$ cat src/rtl/weight_reconstruct_unit.sv
// Rebuilds 8-bit weights from the reduced-weight stream, buffers one systolic column per bank
// in a two-bank ping-pong store, and drains whole columns in row order over valid/ready.
module weight_reconstruct_unit #(
  parameter int SIZE       = 8,
  parameter int MEM_SIZE   = SIZE * SIZE,
  parameter int ADDR_WIDTH = $clog2(MEM_SIZE),
  parameter int CROW_WIDTH = $clog2(SIZE)
) (
  input  logic                  clk,
  input  logic                  rst_n,
  input  logic                  in_valid,
  output logic                  in_ready,
  input  logic [4:0]            Reduced_Weight,
  input  logic [2:0]            Compensation_Weight,
  input  logic [CROW_WIDTH-1:0] Compensation_Row,
  input  logic                  Compensation_in_valid,
  input  logic [ADDR_WIDTH-1:0] Weight_Mem_Address_in,
  output logic                  out_valid,
  input  logic                  out_ready,
  output logic [7:0]            Weight_out,
  output logic [ADDR_WIDTH-1:0] Weight_Mem_Address_out,
  output logic                  col_last,
  output logic                  err_flag
);

  localparam int COL_WIDTH = ADDR_WIDTH - CROW_WIDTH;
  localparam logic [CROW_WIDTH-1:0] LAST_ROW = CROW_WIDTH'(SIZE - 1);

  typedef enum logic [1:0] {BANK_EMPTY, BANK_FILLING, BANK_FULL, BANK_DRAINING} bank_state_e;
  typedef enum logic {RD_IDLE, RD_DRAIN} rd_state_e;

  bank_state_e           bank_state_q [2];
  bank_state_e           bank_state_d [2];
  logic [COL_WIDTH-1:0]  bank_col_q   [2];
  logic [COL_WIDTH-1:0]  bank_col_d   [2];
  logic [CROW_WIDTH-1:0] fill_cnt_q   [2];
  logic [CROW_WIDTH-1:0] fill_cnt_d   [2];
  logic [7:0]            bank_data_q  [2][SIZE];

  logic                  wr_bank_q, wr_bank_d;
  logic                  rd_bank_q, rd_bank_d;
  rd_state_e             rd_state_q, rd_state_d;
  logic [CROW_WIDTH-1:0] rd_row_q, rd_row_d;
  logic                  out_valid_q, out_valid_d;
  logic [7:0]            weight_out_q, weight_out_d;
  logic [ADDR_WIDTH-1:0] addr_out_q, addr_out_d;
  logic                  col_last_q, col_last_d;
  logic                  err_q, err_d;

  logic                  accept;
  logic [CROW_WIDTH-1:0] in_row;
  logic [COL_WIDTH-1:0]  in_col;
  logic [7:0]            dec_weight;
  logic                  ld_en;
  logic                  ld_bank;
  logic [CROW_WIDTH-1:0] ld_row;

  function automatic logic [7:0] decode(input logic [4:0] rw, input logic [2:0] cw,
                                        input logic cv);
    if (rw[4]) return cv ? {rw[3:0], cw, 1'b0} : {rw[3:0], 4'b0000};
    return {{3{rw[3]}}, rw[3:0], 1'b0};
  endfunction

  assign in_row     = Weight_Mem_Address_in[CROW_WIDTH-1:0];
  assign in_col     = Weight_Mem_Address_in[ADDR_WIDTH-1:CROW_WIDTH];
  assign dec_weight = decode(Reduced_Weight, Compensation_Weight, Compensation_in_valid);
  assign in_ready   = (bank_state_q[wr_bank_q] == BANK_EMPTY) ||
                      (bank_state_q[wr_bank_q] == BANK_FILLING);
  assign accept     = in_valid && in_ready;

  always_comb begin
    // NOTE: every always_comb target gets a default first so no path can infer a latch.
    bank_state_d = bank_state_q;
    bank_col_d   = bank_col_q;
    fill_cnt_d   = fill_cnt_q;
    wr_bank_d    = wr_bank_q;
    rd_bank_d    = rd_bank_q;
    rd_state_d   = rd_state_q;
    rd_row_d     = rd_row_q;
    out_valid_d  = out_valid_q;
    weight_out_d = weight_out_q;
    addr_out_d   = addr_out_q;
    col_last_d   = col_last_q;
    err_d        = err_q;
    ld_en        = 1'b0;
    ld_bank      = rd_bank_q;
    ld_row       = '0;

    // Write side only ever touches an EMPTY/FILLING bank, read side only FULL/DRAINING ones.
    if (accept) begin
      if (Compensation_in_valid && !Reduced_Weight[4])       err_d = 1'b1;
      if (Compensation_in_valid && Compensation_Row != in_row) err_d = 1'b1;
      if (in_row != fill_cnt_q[wr_bank_q])                    err_d = 1'b1;
      if (bank_state_q[wr_bank_q] == BANK_FILLING && in_col != bank_col_q[wr_bank_q])
        err_d = 1'b1;
      if (bank_state_q[wr_bank_q] == BANK_EMPTY) bank_col_d[wr_bank_q] = in_col;
      if (in_row == LAST_ROW) begin
        bank_state_d[wr_bank_q] = BANK_FULL;
        fill_cnt_d[wr_bank_q]   = '0;
        wr_bank_d               = ~wr_bank_q;
      end else begin
        bank_state_d[wr_bank_q] = BANK_FILLING;
        fill_cnt_d[wr_bank_q]   = (fill_cnt_q[wr_bank_q] == LAST_ROW) ? '0
                                  : fill_cnt_q[wr_bank_q] + 1'b1;
      end
    end

    case (rd_state_q)
      RD_IDLE: begin
        if (bank_state_q[rd_bank_q] == BANK_FULL) begin
          bank_state_d[rd_bank_q] = BANK_DRAINING;
          rd_state_d  = RD_DRAIN;
          rd_row_d    = '0;
          out_valid_d = 1'b1;
          ld_en       = 1'b1;
        end
      end
      RD_DRAIN: begin
        if (out_ready) begin
          if (rd_row_q == LAST_ROW) begin
            bank_state_d[rd_bank_q] = BANK_EMPTY;
            rd_bank_d = ~rd_bank_q;
            if (bank_state_q[~rd_bank_q] == BANK_FULL) begin
              bank_state_d[~rd_bank_q] = BANK_DRAINING;
              rd_row_d = '0;
              ld_en    = 1'b1;
              ld_bank  = ~rd_bank_q;
            end else begin
              rd_state_d  = RD_IDLE;
              out_valid_d = 1'b0;
            end
          end else begin
            rd_row_d = rd_row_q + 1'b1;
            ld_en    = 1'b1;
            ld_row   = rd_row_q + 1'b1;
          end
        end
      end
      default: rd_state_d = RD_IDLE;
    endcase

    if (ld_en) begin
      weight_out_d = bank_data_q[ld_bank][ld_row];
      addr_out_d   = {bank_col_q[ld_bank], ld_row};
      col_last_d   = (ld_row == LAST_ROW);
    end
  end

  always_ff @(posedge clk or negedge rst_n) begin
    if (!rst_n) begin
      for (int i = 0; i < 2; i++) begin
        bank_state_q[i] <= BANK_EMPTY;
        bank_col_q[i]   <= '0;
        fill_cnt_q[i]   <= '0;
      end
      wr_bank_q    <= 1'b0;
      rd_bank_q    <= 1'b0;
      rd_state_q   <= RD_IDLE;
      rd_row_q     <= '0;
      out_valid_q  <= 1'b0;
      weight_out_q <= '0;
      addr_out_q   <= '0;
      col_last_q   <= 1'b0;
      err_q        <= 1'b0;
    end else begin
      // NOTE: sequential state uses non-blocking assignments so every flop samples pre-edge values.
      bank_state_q <= bank_state_d;
      bank_col_q   <= bank_col_d;
      fill_cnt_q   <= fill_cnt_d;
      wr_bank_q    <= wr_bank_d;
      rd_bank_q    <= rd_bank_d;
      rd_state_q   <= rd_state_d;
      rd_row_q     <= rd_row_d;
      out_valid_q  <= out_valid_d;
      weight_out_q <= weight_out_d;
      addr_out_q   <= addr_out_d;
      col_last_q   <= col_last_d;
      err_q        <= err_d;
    end
  end

  // NOTE: the data store has no reset; a bank is only read once all of its rows were rewritten.
  always_ff @(posedge clk) begin
    if (accept) bank_data_q[wr_bank_q][in_row] <= dec_weight;
  end

  assign out_valid              = out_valid_q;
  assign Weight_out             = weight_out_q;
  assign Weight_Mem_Address_out = addr_out_q;
  assign col_last               = col_last_q;
  assign err_flag               = err_q;

endmodule

$ cat config.mk
export PLATFORM = sky130hd
export DESIGN_NAME = weight_reconstruct_unit
export DESIGN_NICKNAME = d
export VERILOG_FILES = /design/src/rtl/weight_reconstruct_unit.sv
export SDC_FILE = /design/constraint.sdc
export NUM_CORES = 1
export LEC_CHECK = 0
export CAP_MARGIN = 10
export CORE_MARGIN = 8
export CORE_UTILIZATION = 50
export CTS_BUF_LIST = sky130_fd_sc_hd__clkbuf_16
export CTS_CLUSTER_DIAMETER = 30
export DETAILED_ROUTE_END_ITERATION = 10
export HOLD_SLACK_MARGIN = 0.08
export PLACE_DENSITY = 0.69
export SLEW_MARGIN = 20
export SYNTH_ARGS = -nofsm -noshare
export SYNTH_HDL_FRONTEND = slang
export SYNTH_SLANG_ARGS = --single-unit
export TNS_END_PERCENT = 30
$ cat constraint.sdc
create_clock -name clk -period 2.5 [get_ports clk]
set_input_delay 0.25 -clock clk [delete_from_list [all_inputs] [get_ports clk]]
set_output_delay 0.25 -clock clk [all_outputs]
set_load 0.01 [all_outputs]
[Word level (Yosys, flattened, before mapping)]
Memory sizes are Yosys's and may differ from the RTL's.
Index checks and enable logic that the tools add are counted.
Storage, ports and cells
  bits in writable memories: 128
  memories kept: 1
  bits in registers: 39
  word-level logic and storage cells: 158
Cells by class
  order comparisons: 10
  bitwise gates (word level): 21
  add/subtract/negate cells: 2
  eq/ne operators: 15
  reductions and logical operators: 18
  multiplexer cells: 76
Memories
  bank_data_q: depth 2, width 64, read ports 1, clocked after memory_dff 0, write ports 1, line 38  | logic [7:0] bank_data_q [2][SIZE];
Operators with widths (count)
  $mux W64: 1
  $mux W3: 18
  $mux W8: 5
  $mux W4: 7
  $bmux W8 S3: 1
  $demux W8 S3: 1
  $mux W2: 12
  $mux W1: 19
  $bwmux W6: 2
  $eq A3 B3 Y1 const B: 4
  $ne A3 B3 Y1: 3
  $ge A2 B2 Y1 const B: 4
  $ge A4 B4 Y1 const B: 2
  $logic_and A1 B1 Y1: 8
  $not A1 Y2: 4
  $not A3 Y4: 2
  $or A4 B4 Y4: 2
  $pmux W4 S2: 1
  $add A3 B1 Y3 const B: 2
  $and A6 B6 Y6: 1
  $demux W2 S1: 3
  $lt A2 B1 Y1 const B: 3
  $mux W6: 1
  $ne A2 B2 Y1 const B: 3
  22 further kinds: 33

[Longest topological paths before layout]
Gate-level depths: netlist of run 1.
  depth after elaboration: 15
  depth in mapped cells: 11
  depth with buffers taken out: 8

[Worst setup path before layout of run 1]
Ideal clock, no wire load.
  path kind: reg2reg
  from: register rd_row_q[0]
  to: register weight_out_q[2] (netlist: Weight_out[2])
  buffers on the path: 3
  stages on the path, launching flop included: 12
  data arrival time: 2.180 ns
  path slack: 0.234 ns
  library setup time: 0.087 ns
  path through: dfrtp_1 -> ha_1 -> ha_1 -> and3_1 -> buf_6 -> nand3_4 -> buf_6 -> buf_4 -> and3_1 -> a211oi_1 -> or4b_1 -> o211ai_1
On the way
  word-level cells in the longest chain between the ends: 8
  elaborated cells on any way between the ends: 16
  those cells by class: 1 x add/sub; 1 x eq/ne; 12 x mux; 1 x bitwise; 1 x memory
RTL lines
  from (decl): line 43  | logic [CROW_WIDTH-1:0] rd_row_q, rd_row_d;
  from (signal assigned): line 173  | rd_row_q <= rd_row_d;
  $add A3 B1 Y3 / $eq A3 B3 Y1 (equally long branches): line 135, 120
  $mux W3 / $mux W1 (equally long branches): line 120  | if (rd_row_q == LAST_ROW) begin
  $mux W3 / $mux W1 (equally long branches): line 119  | if (out_ready) begin
  $mux W3 / $mux W1 (equally long branches): line 108  | case (rd_state_q)
  $not A3 Y4 (not written as such) / $mem_v2 Z2 W64 (equally long branches)
  $bmux W8 S3: line 143  | weight_out_d = bank_data_q[ld_bank][ld_row];
  $mux W8 (not written as such) (2 in series): line 143
  to (signal assigned): line 175  | weight_out_q <= weight_out_d;
  to (decl): line 45  | logic [7:0] weight_out_q, weight_out_d;
Several ways; a longest one is shown, not always the timed one. The select of a mux whose other input is x is not followed.
A chain may end at the register's enable or synchronous reset.

[Final worst setup path of run 1]
  from: register rd_row_q[0]
  to: register weight_out_q[1] (netlist: Weight_out[1])
The elaborated chain is that of the path after synthesis.

==> summary.txt, run 1 <==
final core occ: 0.618
syn nets: 525
layout cells sized above 1: 0.202
Relative slew margins: 0.365
Num CTS Buffers: 17
drt first-iter violations: 463
row count: 42
via count: 4,592
net switching power: 2.28 mW
Max Cap Viol: 0
simple-gate share of the synthesized area: 0.116
most frequent cells in the layout: edfxtp_1, buf_4, nand2_1, dfrtp_1, clkdlybuf4s50_1
clock network power share: 0.325
Final Hold Fails: 0
DRC: 0
Critical Path RT: 2.83 ns
Synth Area in Compound Gates: 0.139
Worst Setup Path Type: reg -> reg
#FFs+latches synth: 150
Via density: 6.01
most common cell after layout, fill and taps aside: edfxtp_1
Seq/Total Area, Yosys: 0.649
xor-xnor portion of the synthesized cell area: 0.00527
Die ar.: 17,200 µm²
pins over their slew limit: 0
peak supply drop: 0.412 mV
Hold WS: 0.483 ns
critical path launch point type: register
initial antenna violation count: 0
CTS clock-pin slew for the worst setup and hold paths: 0.06 ns
Pleak: 3.05 nW
ANT cells: 0
final net count: 600
CTS H-Tree Depth: 4
core box area: 13,100 µm²
top_reg_cell synth: edfxtp_1
RSZ-0062 raised after global routing: yes
Max Fclk: 411 MHz
Post-Synthesis Cells: 500
GR Overflow Total: 0
Worst-Margin Slew: 0.953 ns
initial cell density of the core: 0.506
period utilization: 0.973
Design Power: 7.64 mW
die height: 131 µm
largest net degree at the start of global routing: 47
largest family of logic cells by synthesized area: compound AO/OA/AOI/OAI gates
Root Buffer: clkbuf_16
Area growth, synth to finish: 22.2%
CTS tree: done
clock sinks: 150
antenna-violating nets left: 0
HPWL Detailed: 10,600 µm
skew final: 0.00977 ns
IO Port Bufs: 38
Seq pwr share: 0.414
hold path startpoint: col_last
reg2reg start: rd_row_q[0]
filler instances: 1,002
CTS max path bufs: 2
switch share: 0.298
Crit Path Max Fanout: 23
gr usage total: 0.182
Arr. time, crit path: 2.76 ns
Netlist cell types: 57
Avg WL per Cell: 21.2 µm
pwr dens: 941 nW/µm²
adder-cell area share of the yosys netlist: 0.00565
Pint: 5.37 mW
global-route wire length before repair: 24,400 µm
Hold Crit Class: reg -> reg
Routed Wire Length: 16,200 µm
RePlAce Congestion: 0.867
EDFF count, synth: 112
die width: 131 µm
vias in the first global route: 4,367
Gate power share: 0.262
syn avg cell area: 13.3 µm²
CP endpoint kind: register
# IOs: 40
Cell Area, Synth: 6650 µm²
Initial DRT Pass Iterations: 5
Worst Setup SP: rd_row_q[0]
asr flop ratio synth: 0.253
Final setup viols: 0
fin crit period: 2.43 ns
Synth Warn #: 0
mux contribution to synthesized area: 0.0472
outcome: completed
clock latency at the later pin of the worst-skew pair: 0.42 ns
[final timing paths]
| kind | depth (start not counted) | end | slack, ns |
|---|---|---|---|
| setup / recovery | 9 | Weight_out[1] | 0.07 |
| hold / removal | 2 | col_last | 0.48 |
| setup reg to reg | 9 | Weight_out[1] | 0.07 |
| hold reg to reg | 2 | col_last | 0.48 |
| max in group asynchronous | 2 | Weight_out[2] | 1.38 |
| min in group asynchronous | 2 | fill_cnt_q[0] | 0.52 |
[power by group through the flow]
stage / Combinational (mW) / Clock, mW / Sequential [mW]
floorplan: 1.15 / 0 / 3.20
global placement: 1.89 / 0 / 3.19
detailed placement: 1.94 / 0 / 3.21
CTS: 1.96 / 2.50 / 3.16
global route: 2.16 / 2.61 / 3.20
finish: 2.00 / 2.48 / 3.16
[flip-flops by register name (all words and copies together), names as in the netlist]
| signal | count |
|---|---|
| rd_state_q | 1 |
| col_last | 1 |
| Weight_out | 7 |
| err_flag | 1 |
| rd_bank_q | 1 |
| rd_row_q | 3 |
| Weight_Mem_Address_out | 6 |
| bank_state_q | 4 |
| bank_data_q | 112 |
| bank_col_q | 6 |
| wr_bank_q | 1 |
| fill_cnt_q | 6 |
| out_valid | 1 |
[worst max-delay path, stage by stage, from the launching register on]
cell	delay [ns]
dfrtp_1	0.38
ha_1	0.20
ha_1	0.22
and3_2	0.27
nand3_4	0.21
clkbuf_16	0.24
a31o_2	0.16
a21oi_1	0.05
a2111o_1	0.43
o211ai_1	0.18
[per-layer routing]
layer | wire (µm) | global-route usage | up-vias | share of wire
met2 | 7710 | 0.284 | 183 | 0.48
met5 | 0 | 0 | - | 0
li1 | - | - | 2093 | -
met4 | 429 | 0.0868 | 0 | 0.027
met1 | 7100 | 0.234 | 2281 | 0.44
met3 | 946 | 0.0427 | 35 | 0.058
[cell families after synthesis]
family | Yosys count
other cells | 1
buf+inv | 40
flops | 150
xor+xnor | 4
mux | 30
compound gates | 131
fa+ha+maj | 3
simple gates | 141
[cell usage after synthesis, types with 6 or more instances]
master	n	area (µm²)
buf_6	6	67.6
mux2i_1	19	190
nor2_1	21	78.8
nand2b_1	9	56.3
nand2_1	39	146
a31oi_1	11	68.8
a2111o_1	6	67.6
and3_1	29	181
a31o_2	12	105
edfxtp_1	112	3360
a21oi_1	17	85.1
nand3_1	15	75.1
mux2_2	11	124
buf_4	7	52.6
or4b_1	6	60.1
o211ai_1	7	52.6
clkbuf_1	14	52.6
o21ai_0	26	130
dfrtp_1	38	951
a211oi_1	31	233
[through the flow]
| stage | instances | cell area, µm² | worst slack (ns) | setup TNS, ns |
|---|---|---|---|---|
| after floorplan | 500 | 6650 | 0.234 | 0 |
| after global placement | 728 | 7420 | 0.0233 | 0 |
| after detailed placement | 728 | 7420 | -0.00207 | -0.00207 |
| after CTS | 761 | 8020 | 0.00719 | 0 |
| after global routing | 764 | 8120 | -0.0354 | -0.0653 |
| final | 764 | 8120 | 0.0681 | 0 |
[final cells by class]
class | instances | area [µm²] | share of cell area
Clock buffer | 17 | 425 | 0.0524
Multi-Input combinational cell | 311 | 2150 | 0.265
Tap cell | 176 | 220 | 0.0271
Sequential cell | 150 | 4310 | 0.531
Inverter | 6 | 22.5 | 0.00277
Timing Repair Buffer | 89 | 833 | 0.103
Clock inverter | 15 | 154 | 0.0189
[what timing repair did]
item                                    CTS  global route
gates resized for setup                   1             8
endpoints found under the hold margin    38             0
setup buffers                             0             0
pin swaps                                 0             3
cloned                                    0             3
endpoints found under the setup margin    5             6
hold buffers                              1             0
(Power assumes the default switching activity.)
==> run 2: changes to the inputs <==
Settings changed: ABC_CLOCK_PERIOD_IN_PS set to 2500.
==> results of run 2 <==
The final DEF is identical to that of run 1; final timing and power are the same.
==> RTL edit 1, RTL diff (flow settings as in run 2) <==
The parameter `SIZE` goes from 8 to 32.
--- a/src/rtl/weight_reconstruct_unit.sv
+++ b/src/rtl/weight_reconstruct_unit.sv
@@ -3,3 +3,3 @@
 module weight_reconstruct_unit #(
-  parameter int SIZE       = 8,
+  parameter int SIZE       = 32,
   parameter int MEM_SIZE   = SIZE * SIZE,
Interface: changed (resized Compensation_Row, Weight_Mem_Address_in and Weight_Mem_Address_out); port bits go from 40 to 50. The function was not compared with the original's and may differ.
==> RTL edit 1 against run 2 <==
Clock power grew to 5.2 times the old value. Area after synthesis grew to 3.1 times the old value. Sequential cell count grew 350. Critical path type unchanged. Routed wire length grew to 3.6 times the old value. Worst setup slack lost 0.69 ns. The run now ends with setup timing left. Power grew to 2.9 times the old value. Cell area grew to 3.3 times the old value.
==> RTL edit 1: results (changes against run 2) <==
drt_pass1_iterations: 6  # was 5
avgSynthCellArea_sq_um: 13.0  # was 13.3 sq um
setup_violations: 7  # was 0
clk_path_buf_depth: 3  # was 2
num_vias: 14675  # was 4592
ys_types: 59  # was 57
synth_commonest_cells: "edfxtp_1 (448), nand2_1 (400), nand3_1 (120), nor2_1 (116), mux2i_1 (60)"  # was edfxtp_1 (112), nand2_1 (39), dfrtp_1 (38), a211oi_1 (31), and3_1 (29)
clock_latency_ns: 0.60  # was 0.42 ns
power.internal_mw: 17.7  # was 5.37 mW
worst_slack_ns: -0.627  # was 0.0681 ns
place_area_sq_mm: 0.0233  # was 0.00742 sq mm
grt_util_all_layers: 0.241  # was 0.182
dp.cells: 2308  # was 728
status: "finished, violations left"  # was finished, final reports clean
min-delay-start: "Reduced_Weight[3]"  # was col_last$_DFFE_PN0P_
largest_register_ffs: 448  # was 112
yosysSeqAreaShare: 0.720  # was 0.649
violations: "setup timing"
synthArstFlopShare: 0.104  # was 0.253
whs_ns: 0.307  # was 0.483 ns
finClkSkew_ns: 0.0275  # was 0.00977 ns
critPathMaxFanout: 5  # was 23
ff2ff_path_depth: 15  # was 9
wl_met2_mm: 27.1  # was 7.71 mm
antenna_found_initial: 2  # was 0
dp_slack_ns: -1.10  # was -0.00207 ns
combPwrFrac: 0.017  # was 0.262
cp_slowest_cell: "nor4_4"  # was a2111o_1
crit_arrival_ns: 3.67  # was 2.76 ns
power_switching_mw: 4.70  # was 2.28 mW
viasPerCell: 5.88  # was 6.01
first_iter_violations: 1567  # was 463
drive_gt1_frac: 0.240  # was 0.202
wl_met1_mm: 23.0  # was 7.10 mm
fillers: 2779  # was 1002
postCtsSetupBuffers: 6  # was 0
port-buffer-count: 48  # was 38
grt_max_degree: 65  # was 47
slew_headroom: 0.525  # was 0.365
hp-class: "in2reg"  # was reg2reg
## RTL edit 1: changes by cell type after synthesis, sizes merged, moves of 18 or more
cell / change
a211oi: -25
and3: -20
edfxtp: +336
buf: +34
nand3: +103
nor2: +95
a32oi: +43
a31oi: +18
mux2i: +41
nand2: +363
## RTL edit 1: kinds of logic (layout without fill, tap and decap cells)
group,Yosys count,after routing,share of synthesized area
simple gates,727,727,0.154
flops,500,500,0.720
compound gates,158,158,0.0563
buf+inv,91,481,0.0228
mux,72,72,0.0361
xor+xnor,19,19,0.00813
fa+ha+maj,4,4,0.00244
other cells,1,1,0.000183
## RTL edit 1: cell type report
class	instances	area [sq um]	area share
Sequential cell	500	14800	0.548
Multi-Input combinational cell	981	5610	0.208
Tap cell	532	666	0.0247
Clock buffer	97	2430	0.0901
Clock inverter	80	841	0.0312
Timing Repair Buffer	291	2590	0.0963
Inverter	13	48.8	0.00181
==> RTL edit 2, RTL diff (config.mk and constraints of run 2) <==
Without the edit above. Reset style: synchronous (`rst_n`), changed in one clocked block.
--- a/src/rtl/weight_reconstruct_unit.sv
+++ b/src/rtl/weight_reconstruct_unit.sv
@@ -148,3 +148,3 @@
 
-  always_ff @(posedge clk or negedge rst_n) begin
+  always_ff @(posedge clk) begin
     if (!rst_n) begin
Check against the original RTL: differs if rst_n is asserted again (counterexample within 4 cycles, from zero or initial values and one cycle with rst_n low); with rst_n held inactive, the same outputs for 4 cycles.
==> RTL edit 2 against run 2 <==
Worst setup slack improved by 0.10 ns. Cell area decreased by 4.3%. Sequential cell count unchanged. Hold slack got worse by 0.022 ns. Area after synthesis decreased by 3.8%. Routed wire length decreased by 5.8%.
Power is not compared: it rests on default switching activity, and its combinational part moved more than twofold at a synthesized area within 25%.
==> RTL edit 2: results (changes against run 2) <==
period_share: 0.932  # was 0.973
final_nets: 606  # was 600
synthTopCellsByArea: "edfxtp_1 (53%), dfxtp_1 (12%), mux2i_1 (3.6%)"  # was edfxtp_1 (51%), dfrtp_1 (14%), a211oi_1 (3.5%)
hpwl_mm: 10.3  # was 10.6 mm
critPathMaxFanout: 14  # was 23
cts_resized: 0  # was 1
tightest_slew_ns: 0.625  # was 0.953 ns
dp.cells: 734  # was 728
grt_util_all_layers: 0.195  # was 0.182
ff2ff_setup_slack_ns: 0.17  # was 0.07 ns
yosysSeqAreaShare: 0.645  # was 0.649
syn-num-nets: 542  # was 525
drive_gt1_frac: 0.136  # was 0.202
dp_slack_ns: 0.123  # was -0.00207 ns
synthArstFlopShare: 0  # was 0.253
grt_pass1_wl_mm: 24.1  # was 24.4 mm
finClkSkew_ns: 0.00860  # was 0.00977 ns
cpPeakStageDelay_ns: 0.40  # was 0.43 ns
status: "finished, final reports clean"  # unchanged
first_iter_violations: 498  # was 463
crit_arrival_ns: 2.69  # was 2.76 ns
gp_congestion: 0.878  # was 0.867
synth_cells: 517  # was 500
wirelength_mm: 15.2  # was 16.2 mm
cp_slowest_cell: "ha_1"  # was a2111o_1
synth_commonest_cells: "edfxtp_1 (112), nor2_1 (45), dfxtp_1 (38), a21oi_1 (35), o22ai_1 (34)"  # was edfxtp_1 (112), nand2_1 (39), dfrtp_1 (38), a211oi_1 (31), and3_1 (29)
==> RTL edit 2: kinds of logic after synthesis <==
family,count (synthesis),synth area share
flops,150,0.645
compound gates,143,0.146
simple gates,135,0.102
buf+inv,43,0.0323
mux,38,0.0624
xor+xnor,4,0.00548
fa+ha+maj,3,0.00587
other cells,1,0.000586
==> RTL edit 2: per-layer routing <==
metal / global-route usage / routed length (microns) / vias up
li1: - / - / 2109
met1: 0.257 / 6860 / 2166
met2: 0.297 / 7040 / 162
met3: 0.0555 / 1030 / 28
met4: 0.0781 / 315 / 0
met5: 0 / 0 / -
==> RTL edit 2: worst min-delay path: cells and delay by family (launching register included) <==
| family | cells | cell delay [ns] |
|---|---|---|
| compound gates | 1 | 0.05 |
| flops | 1 | 0.31 |
| simple gates | 1 | 0.05 |
==> RTL edit 2: power groups by stage <==
stage	Clock, mW	Combinational [mW]	Sequential [mW]
global placement	0	0.312	2.81
finish	2.62	0.323	2.76
floorplan	0	0.169	2.81
global route	2.76	0.351	2.76
CTS	2.65	0.322	2.76
detailed placement	0	0.321	2.81
==> RTL edit 2: through the flow <==
stage / area, sq um / hold WS [ns]
6_report: 7780 / 0.461
5_1_grt: 7780 / 0.488
4_1_cts: 7780 / 0.454
3_5_place_dp: 7170 / 0.455
3_3_place_gp: 7170 / 0.442
2_1_floorplan: 6400 / 0.349
==> RTL edit 2: cell type report <==
cell class              count  area, sq um
multi-input cells         324         2070
clock buffers              17          425
inverters                   8         30.0
repair buffers             80          733
fillers                  1000         4790
flip-flops and latches    150         4120
well taps                 172          215
clock inverters            15          185
==> RTL edit 2: path summary, 6_finish.rpt <==
path / from / endpoint / cells after the start
setup / recovery: rd_row_q[0]$_SDFFE_PN0P_ / Weight_out[3]$_SDFFE_PN0P_ / 9
hold / removal: fill_cnt_q[1]$_SDFFE_PN0P_ / fill_cnt_q[1]$_SDFFE_PN0P_ / 2
setup reg to reg: rd_row_q[0]$_SDFFE_PN0P_ / Weight_out[3]$_SDFFE_PN0P_ / 9
hold reg to reg: fill_cnt_q[1]$_SDFFE_PN0P_ / fill_cnt_q[1]$_SDFFE_PN0P_ / 2
